$ cat src/rtl/in_pkt_fifo.sv
// USB full-speed IN FIFO: the application pushes bytes, the SIE sources them in packets of at
// most IN_MAXPACKETSIZE bytes, and storage is only released once the host has ACKed the packet.
module in_pkt_fifo #(
    parameter int DEPTH            = 16,
    parameter int IN_MAXPACKETSIZE = 8,
    localparam int AW              = $clog2(DEPTH)
) (
    input  logic          clk_i,
    input  logic          rst_i,
    input  logic          clk_gate_i,
    input  logic [7:0]    app_in_data_i,
    input  logic          app_in_valid_i,
    output logic          app_in_ready_o,
    output logic [7:0]    in_data_o,
    output logic          in_valid_o,
    input  logic          in_req_i,
    input  logic          in_ready_i,
    input  logic          in_data_ack_i,
    output logic          in_empty_o,
    output logic          in_full_o,
    output logic [AW:0]   in_level_o
);

    localparam int CW = $clog2(IN_MAXPACKETSIZE + 1);
    localparam logic [AW:0] PTR_ONE = (AW + 1)'(1);
    localparam logic [AW:0] DEPTH_L = (AW + 1)'(DEPTH);
    localparam logic [CW-1:0] CNT_ONE = CW'(1);
    localparam logic [CW-1:0] CNT_MAX = CW'(IN_MAXPACKETSIZE);

    // Handshakes: an app byte transfers on a clock where app_in_valid_i and app_in_ready_o are
    // both high; an SIE byte is consumed on a clock where clk_gate_i, in_ready_i and in_valid_o
    // are all high and neither in_req_i nor in_data_ack_i is asserted.

    logic [7:0]    mem_q [DEPTH];
    logic [AW:0]   wr_ptr_q, wr_ptr_d;
    logic [AW:0]   ack_ptr_q, ack_ptr_d;
    logic [AW:0]   rd_ptr_q, rd_ptr_d;
    logic [AW:0]   snap_ptr_q, snap_ptr_d;
    logic [CW-1:0] pkt_cnt_q, pkt_cnt_d;
    logic          app_ready_q, app_ready_d;
    logic [AW:0]   level_d;
    logic          wr_en;
    logic          sie_ev;

    assign in_valid_o     = (rd_ptr_q != snap_ptr_q) && (pkt_cnt_q != CNT_MAX);
    assign in_data_o      = mem_q[rd_ptr_q[AW-1:0]];
    assign in_level_o     = wr_ptr_q - ack_ptr_q;
    assign in_empty_o     = (wr_ptr_q == ack_ptr_q);
    assign in_full_o      = (in_level_o == DEPTH_L);
    assign app_in_ready_o = app_ready_q;

    assign wr_en  = app_in_valid_i & app_ready_q;
    assign sie_ev = clk_gate_i & in_ready_i;

    always_comb begin
        wr_ptr_d   = wr_ptr_q;
        ack_ptr_d  = ack_ptr_q;
        rd_ptr_d   = rd_ptr_q;
        snap_ptr_d = snap_ptr_q;
        pkt_cnt_d  = pkt_cnt_q;

        if (wr_en) begin
            wr_ptr_d = wr_ptr_q + PTR_ONE;
        end

        // A new token rewinds to the last ACKed byte, so a lost ACK resends the same data;
        // the snapshot keeps bytes written after the token out of this packet.
        if (sie_ev) begin
            if (in_req_i) begin
                rd_ptr_d   = ack_ptr_q;
                snap_ptr_d = wr_ptr_q;
                pkt_cnt_d  = '0;
            end else if (in_data_ack_i) begin
                ack_ptr_d = rd_ptr_q;
            end else if (in_valid_o) begin
                rd_ptr_d  = rd_ptr_q + PTR_ONE;
                pkt_cnt_d = pkt_cnt_q + CNT_ONE;
            end
        end

        // Ready looks at next-cycle occupancy so a filling write drops it with no lag.
        level_d     = wr_ptr_d - ack_ptr_d;
        app_ready_d = (level_d < DEPTH_L);
    end

    always_ff @(posedge clk_i) begin
        if (rst_i) begin
            wr_ptr_q    <= '0;
            ack_ptr_q   <= '0;
            rd_ptr_q    <= '0;
            snap_ptr_q  <= '0;
            pkt_cnt_q   <= '0;
            app_ready_q <= 1'b0;
        end else begin
            wr_ptr_q    <= wr_ptr_d;
            ack_ptr_q   <= ack_ptr_d;
            rd_ptr_q    <= rd_ptr_d;
            snap_ptr_q  <= snap_ptr_d;
            pkt_cnt_q   <= pkt_cnt_d;
            app_ready_q <= app_ready_d;
        end
    end

    always_ff @(posedge clk_i) begin
        if (wr_en && !rst_i) begin
            mem_q[wr_ptr_q[AW-1:0]] <= app_in_data_i;
        end
    end

endmodule

$ cat config.mk
export PLATFORM = sky130hd
export DESIGN_NAME = in_pkt_fifo
export DESIGN_NICKNAME = d
export VERILOG_FILES = /design/src/rtl/in_pkt_fifo.sv
export SDC_FILE = /design/constraint.sdc
export NUM_CORES = 1
export LEC_CHECK = 0
export CAP_MARGIN = 20
export CORE_ASPECT_RATIO = 1.75
export CORE_MARGIN = 2
export CORE_UTILIZATION = 60
export DETAILED_ROUTE_END_ITERATION = 10
export PLACE_DENSITY = 0.79
export SYNTH_ARGS = -nofsm -noshare
export SYNTH_HDL_FRONTEND = slang
export SYNTH_SLANG_ARGS = --single-unit
$ cat constraint.sdc
create_clock -name clk_i -period 2.6 [get_ports clk_i]
set_input_delay 0.39 -clock clk_i [delete_from_list [all_inputs] [get_ports clk_i]]
set_output_delay 0.39 -clock clk_i [all_outputs]
set_load 0.005 [all_outputs]
Word level (Yosys, flattened, before mapping)
Memory sizes are Yosys's and may differ from the RTL's. A register that Yosys moved wholly into a read port is not among the register bits. Cells that the tools add are included.

Flip-flop bits (word level): 25. Memory bits (writable): 128. Bits of input ports: 15. Word-level logic and storage cells: 40. Memories: 1.

Add/sub/neg operators: 5. Order comparisons: 1. Eq/ne operators: 5. Mux-type cells: 14. Bitwise gates (word level): 2. Reductions and logical operators: 6.

Memories: mem_q (words 16, width 8, read ports 1, clocked after memory_dff 1, wr ports 1, RTL line 34) `logic [7:0] mem_q [DEPTH];`.

Operator list (count): two-way mux 5 bit (7); two-way mux 4 bit (5); adder 5 x 1 -> 5 bit, second input constant (2); subtractor 5 bit (2); equality test 5 bit (1); equality test 5 bit, second input constant (1); less-than comparator 5 bit, second input constant (1); inequality test 5 bit (1); adder 4 x 1 -> 4 bit, second input constant (1); inequality test 4 bit, second input constant (1); AND reduction 3 bit (1); AND 1 bit (2); logical AND 1 bit (2); two-way mux 1 bit (2); inequality test 2 bit, second input constant (1); AND reduction 2 bit (1); nonzero test 2 bit (1); logical NOT 1 bit (1).

Logic depth before layout (Yosys ltp)
Gate-level depths: netlist of the first run.

Depth in word-level cells: 7. Depth in mapped cells: 10. Mapped depth without buffers: 10.

Worst setup path before layout of the first run
OpenSTA, ideal clock, no wires.

Path kind: reg2out. Start: reg wr_ptr_q[0]. End: out in_full_o. Arrival time: 1.862 ns. Required time: 2.210 ns. Slack: 0.348 ns. Stages on the path, launching flop included: 9. Path buffers: 0. Cells stage by stage: dfxtp_1 -> inv_1 -> ha_1 -> inv_1 -> fa_1 -> a21o_1 -> a21oi_1 -> xor2_1 -> nor4b_1.

Longest elaborated chain between the ends: 2.

RTL lines: start, declared (RTL line 35) `logic [AW:0] wr_ptr_q, wr_ptr_d;`; start signal, assigned (RTL line 95) `wr_ptr_q <= wr_ptr_d;`; subtractor 5 bit (RTL line 47) `assign in_level_o = wr_ptr_q - ack_ptr_q;`; net in_level_o[4] (RTL line 21) `output logic [AW:0] in_level_o`; equality test 5 bit (RTL line 49) `assign in_full_o = (in_level_o == DEPTH_L);`; end, declared (RTL line 20) `output logic in_full_o,`.

The timed path passes the listed nets, and every way through them passes these cells.

==> impl_results.html, run 1 <==
<table>
<tr><th>Metric</th><th>Value</th></tr>
<tr><th colspan="2">Pwr</th></tr>
<tr><td>Overall power</td><td>5.42 mW</td></tr>
<tr><td>Static Leakage</td><td>about 2.8 nW</td></tr>
<tr><td>Switching share of power</td><td>a little under a quarter</td></tr>
<tr><td>Portion of total power attributed to sequential cells</td><td>between 50% and 60%</td></tr>
<tr><td>Portion of total power attributed to combinational logic</td><td>under 10%</td></tr>
<tr><td>Ratio of total power to cell area</td><td>between 600 and 700 nW/um2</td></tr>
<tr><td>Clock network fraction of total power</td><td>about 42%</td></tr>
<tr><td>Total net switching power</td><td>about 1.2 mW</td></tr>
<tr><td>Maximum vdd drop</td><td>around 0.00075 V</td></tr>
<tr><td>Int Pwr</td><td>4.19 mW</td></tr>
<tr><th colspan="2">Cells and area</th></tr>
<tr><td>Most frequent standard cell in the layout excluding fill and tap cells</td><td>edfxtp_1</td></tr>
<tr><td>Fill cells</td><td>676</td></tr>
<tr><td>Fin cells</td><td>around 620</td></tr>
<tr><td>Synthesis-to-layout area growth</td><td>20.5%</td></tr>
<tr><td>N_diodes</td><td>0</td></tr>
<tr><td>Highest-count cells in the layout ignoring fill and taps</td><td>128 x edfxtp_1, 36 x buf_4, 31 x mux4_2</td></tr>
<tr><td>Share of the core filled with cells in the final layout</td><td>around 74%</td></tr>
<tr><td># nets final</td><td>~500</td></tr>
<tr><td>Share of post-route cells with drive strength above 1</td><td>slightly below 30%</td></tr>
<tr><th colspan="2">Clocking</th></tr>
<tr><td>Clock Latency Late Sink</td><td>approximately 0.42 ns</td></tr>
<tr><td>Number of sinks driven by the clock tree</td><td>between 150 and 200</td></tr>
<tr><td>CTS tree</td><td>built</td></tr>
<tr><td>TritonCTS Buffers</td><td>17</td></tr>
<tr><td>Largest buffer count on any clock path</td><td>2</td></tr>
<tr><td>Clock input transition at the sequential cells of the worst setup and hold paths</td><td>approximately 0.060 ns</td></tr>
<tr><td>H-Tree Depth</td><td>4</td></tr>
<tr><td>Hold-fix buffers, CTS</td><td>0</td></tr>
<tr><td>Clock root buffer master</td><td>clkbuf_16</td></tr>
<tr><th colspan="2">Floorplan</th></tr>
<tr><td>Horizontal die dimension</td><td>83.9 um</td></tr>
<tr><td>Initial standard-cell utilization of the core</td><td>between 60% and 70%</td></tr>
<tr><td>Die ar.</td><td>around 12,000 um2</td></tr>
<tr><td>Number of top-level pins</td><td>32</td></tr>
<tr><td>Core Area</td><td>about 11,000 um2</td></tr>
<tr><td>Die height</td><td>~140 um</td></tr>
<tr><td>Total number of placement rows</td><td>just over 50</td></tr>
<tr><th colspan="2">STA</th></tr>
<tr><td>Number of hold violations in the final report</td><td>0</td></tr>
<tr><td>Worst slew pin tran</td><td>between 0.5 and 0.6 ns</td></tr>
<tr><td>Rel. slew slack</td><td>between 60% and 70%</td></tr>
<tr><td>Fmax</td><td>around 370 MHz</td></tr>
<tr><td>Final critical path time including I/O delays and setup</td><td>about 2.7 ns</td></tr>
<tr><td>Final setup skew</td><td>roughly 0.0075 ns</td></tr>
<tr><td>Final sum of negative setup slack</td><td>-0.468 ns</td></tr>
<tr><td>Smallest setup slack after layout</td><td>-0.0894 ns</td></tr>
<tr><td>Worst-case hold slack</td><td>between 0.4 and 0.5 ns</td></tr>
<tr><td>Part of the cycle the worst path needs</td><td>103%</td></tr>
<tr><td>Final number of setup-violating endpoints</td><td>7</td></tr>
<tr><td>Slew Viols, Final</td><td>0</td></tr>
<tr><td>Setup repair after global routing missed its margin</td><td>yes</td></tr>
<tr><th colspan="2">Worst hold path</th></tr>
<tr><td>Tightest Hold Check Type</td><td>flip-flop to flip-flop</td></tr>
<tr><th colspan="2">Synth</th></tr>
<tr><td>Yosys warns</td><td>0</td></tr>
<tr><td>Total standard cell area after synthesis</td><td>between 6000 and 7000 um2</td></tr>
<tr><td>Number of flops mapped to enable cells by yosys</td><td>128</td></tr>
<tr><td>Net count after synthesis</td><td>420</td></tr>
<tr><td>Register bit count reported by yosys</td><td>between 150 and 200</td></tr>
<tr><td>Synth Instances</td><td>390</td></tr>
<tr><td>Synth area leaders</td><td>edfxtp_1 57%, mux4_1 11%, dfxtp_1 8.7%</td></tr>
<tr><td>Fraction of registers with async set/reset</td><td>0%</td></tr>
<tr><td>Sequential area share after synthesis</td><td>about two thirds</td></tr>
<tr><td>Area share of the leading cell type in the synthesized netlist</td><td>between 50 and 60%</td></tr>
<tr><td>Cell taking the most area after synthesis</td><td>edfxtp_1</td></tr>
<tr><td>Synth unique cells</td><td>44</td></tr>
<tr><td>Top flip-flop cell by instance count after synthesis</td><td>edfxtp_1</td></tr>
<tr><td>Average footprint of a synthesized cell</td><td>about 17 um2</td></tr>
<tr><th colspan="2">Setup path</th></tr>
<tr><td>Crit Path Max Fanout</td><td>7</td></tr>
<tr><td>Crit path launch type</td><td>flip-flop</td></tr>
<tr><td>CP Class</td><td>flip-flop to primary output</td></tr>
<tr><td>Critical Path RT</td><td>approximately 2.2 ns</td></tr>
<tr><td>Crit. End Element</td><td>primary output</td></tr>
<tr><td>Arrival time of data at the critical path endpoint</td><td>around 2.3 ns</td></tr>
<tr><th colspan="2">Drt</th></tr>
<tr><td>Number of DRC violations after detailed routing</td><td>0</td></tr>
<tr><td>Routed length on met1</td><td>5.51 mm</td></tr>
<tr><td>Amount of wire on met2 after detailed routing</td><td>approximately 8.5 mm</td></tr>
<tr><td>Post-detailed-route count of antenna-violating nets</td><td>0</td></tr>
<tr><td>DR iter-0 viols</td><td>between 300 and 400</td></tr>
<tr><td>Routed WL per cell</td><td>23.9 um</td></tr>
<tr><td>Detailed route wirelength on metal3</td><td>439 um</td></tr>
<tr><td>Top routing layer used</td><td>met4</td></tr>
<tr><td>Vias after detailed routing</td><td>3,734</td></tr>
<tr><td>First-pass detailed-route iteration total</td><td>4</td></tr>
<tr><td>Total wirelength of the detailed-routed design</td><td>approximately 15 mm</td></tr>
<tr><td>Routed via count divided by cell count</td><td>between 6 and 7</td></tr>
<tr><th colspan="2">Placement</th></tr>
<tr><td>Routability Congestion</td><td>~0.9</td></tr>
<tr><td>HPWL after detailed placement</td><td>approximately 9 mm</td></tr>
<tr><td>Buffers on Ports</td><td>31</td></tr>
<tr><td>Placed cell count</td><td>~570</td></tr>
<tr><th colspan="2">GRT</th></tr>
<tr><td>Via count of the first global-routing pass</td><td>3,967</td></tr>
<tr><td>Global Route Usage Sum</td><td>between 20% and 30%</td></tr>
<tr><td>Number of antenna violations at the first check in global routing</td><td>0</td></tr>
<tr><td>Largest net degree at the start of global routing</td><td>33</td></tr>
<tr><td>Wire length of the first global-routing pass</td><td>~23 mm</td></tr>
<tr><td>Grt total ovfl</td><td>0</td></tr>
<tr><th colspan="2">Outcome</th></tr>
<tr><td>Run status</td><td>finished, violations left</td></tr>
<tr><td>Violated checks</td><td>setup timing</td></tr>
<tr><th colspan="2">Flow run</th></tr>
<tr><td>Max Cap Viol</td><td>0</td></tr>
</table>
-- worst max-delay path, cell delays in order (launching register included) --
cell and delay (ns):
dfxtp_4 0.41, buf_12 0.13, buf_16 0.13, buf_8 0.11, mux4_2 0.50, mux4_2 0.48, buf_2 0.14
-- Yosys cell counts, drive strengths merged (5+ instances only) --
master,n
mux2i,8
nand3,7
nor2,28
clkbuf,6
buf,14
a21oi,13
ha,14
nor3,7
inv,12
nand2,26
o21ai,5
mux4,40
edfxtp,128
xnor2,10
dfxtp,29
-- layout make-up --
cell class,count,area [um2],area share (%)
Clock buffer,18,429,5.32
Multi-Input combinational cell,201,2080,25.8
Inverter,12,45.0,0.558
Tap cell,132,165,2.05
Clock inverter,14,128,1.58
Sequential cell,157,4430,54.9
Timing Repair Buffer,83,791,9.80
-- final timing paths --
check / from / endpoint / slack, ns / cells after the start
worst min-delay path: snap_ptr_q[2] / snap_ptr_q[2] / 0.47 / 2
worst min register to register: snap_ptr_q[2] / snap_ptr_q[2] / 0.47 / 2
worst max-delay path: flip-flop / in_data_o[6] / -0.09 / 6
worst max register to register: wr_ptr_q[0] / app_in_ready_o / 0.07 / 16
-- logic make-up (layout without fill, tap and decap cells) --
kind of cell,Yosys count,in the layout,synth area share [%]
adder cells (fa/ha/maj),15,15,2.91
multiplexers,48,48,16.2
buffers and inverters,32,127,2.69
XOR/XNOR,14,14,2.05
flip-flops,157,157,66.1
AND/OR/NAND/NOR,87,87,6.24
AO/OA/AOI/OAI,37,37,3.83
-- state kept, by name (all words and copies together), names as in the netlist, named ones only --
signal / flops
pkt_cnt_q: 4
ack_ptr_q: 5
wr_ptr_q: 5
rd_ptr_q: 5
snap_ptr_q: 5
mem_q: 128
app_in_ready_o: 1
-- stage by stage --
stage               setup slack, ns  cell area (um2)
floorplan                     0.348             6700
global placement            -0.0347             7330
detailed placement           -0.119             7330
CTS                          -0.115             8110
global route                 -0.145             8070
finish                      -0.0894             8070
-- power by group through the flow --
stage | Combinational, mW | Sequential [mW] | Clock [mW]
detailed placement | 0.312 | 2.80 | 0
global placement | 0.302 | 2.80 | 0
global route | 0.403 | 2.75 | 2.42
floorplan | 0.170 | 2.79 | 0
finish | 0.372 | 2.75 | 2.30
CTS | 0.375 | 2.74 | 2.32
-- what timing repair did --
item	4_1_cts	5_1_grt
setup endpoints to repair	12	11
pin swaps	10	7
gates cloned	3	0
buffers inserted	17	1
resized for setup	83	11
-- metal layers --
metal	track usage, %	vias up
met5	0	-
met4	10.1	0
met3	5.74	26
met2	49.4	94
met1	30.0	1928
li1	-	1686
Note: power is estimated with default switching activity, not from simulation.
==> run 2, diff against run 1 <==
--- a/config.mk
+++ b/config.mk
@@ -10,6 +10,7 @@
 export CORE_MARGIN = 2
 export CORE_UTILIZATION = 60
 export DETAILED_ROUTE_END_ITERATION = 10
+export GPL_ROUTABILITY_DRIVEN = 0
 export PLACE_DENSITY = 0.79
 export SYNTH_ARGS = -nofsm -noshare
 export SYNTH_HDL_FRONTEND = slang
==> results of run 2 <==
Final layout, timing and power as in run 1 (identical DEF).
==> run 3, diff against run 2 <==
--- a/config.mk
+++ b/config.mk
@@ -9,6 +9,7 @@
 export CORE_ASPECT_RATIO = 1.75
 export CORE_MARGIN = 2
 export CORE_UTILIZATION = 60
+export CTS_CLUSTER_DIAMETER = 200
 export DETAILED_ROUTE_END_ITERATION = 10
 export GPL_ROUTABILITY_DRIVEN = 0
 export PLACE_DENSITY = 0.79
==> results of run 3 <==
Final layout, timing and power as in run 1 (identical DEF).
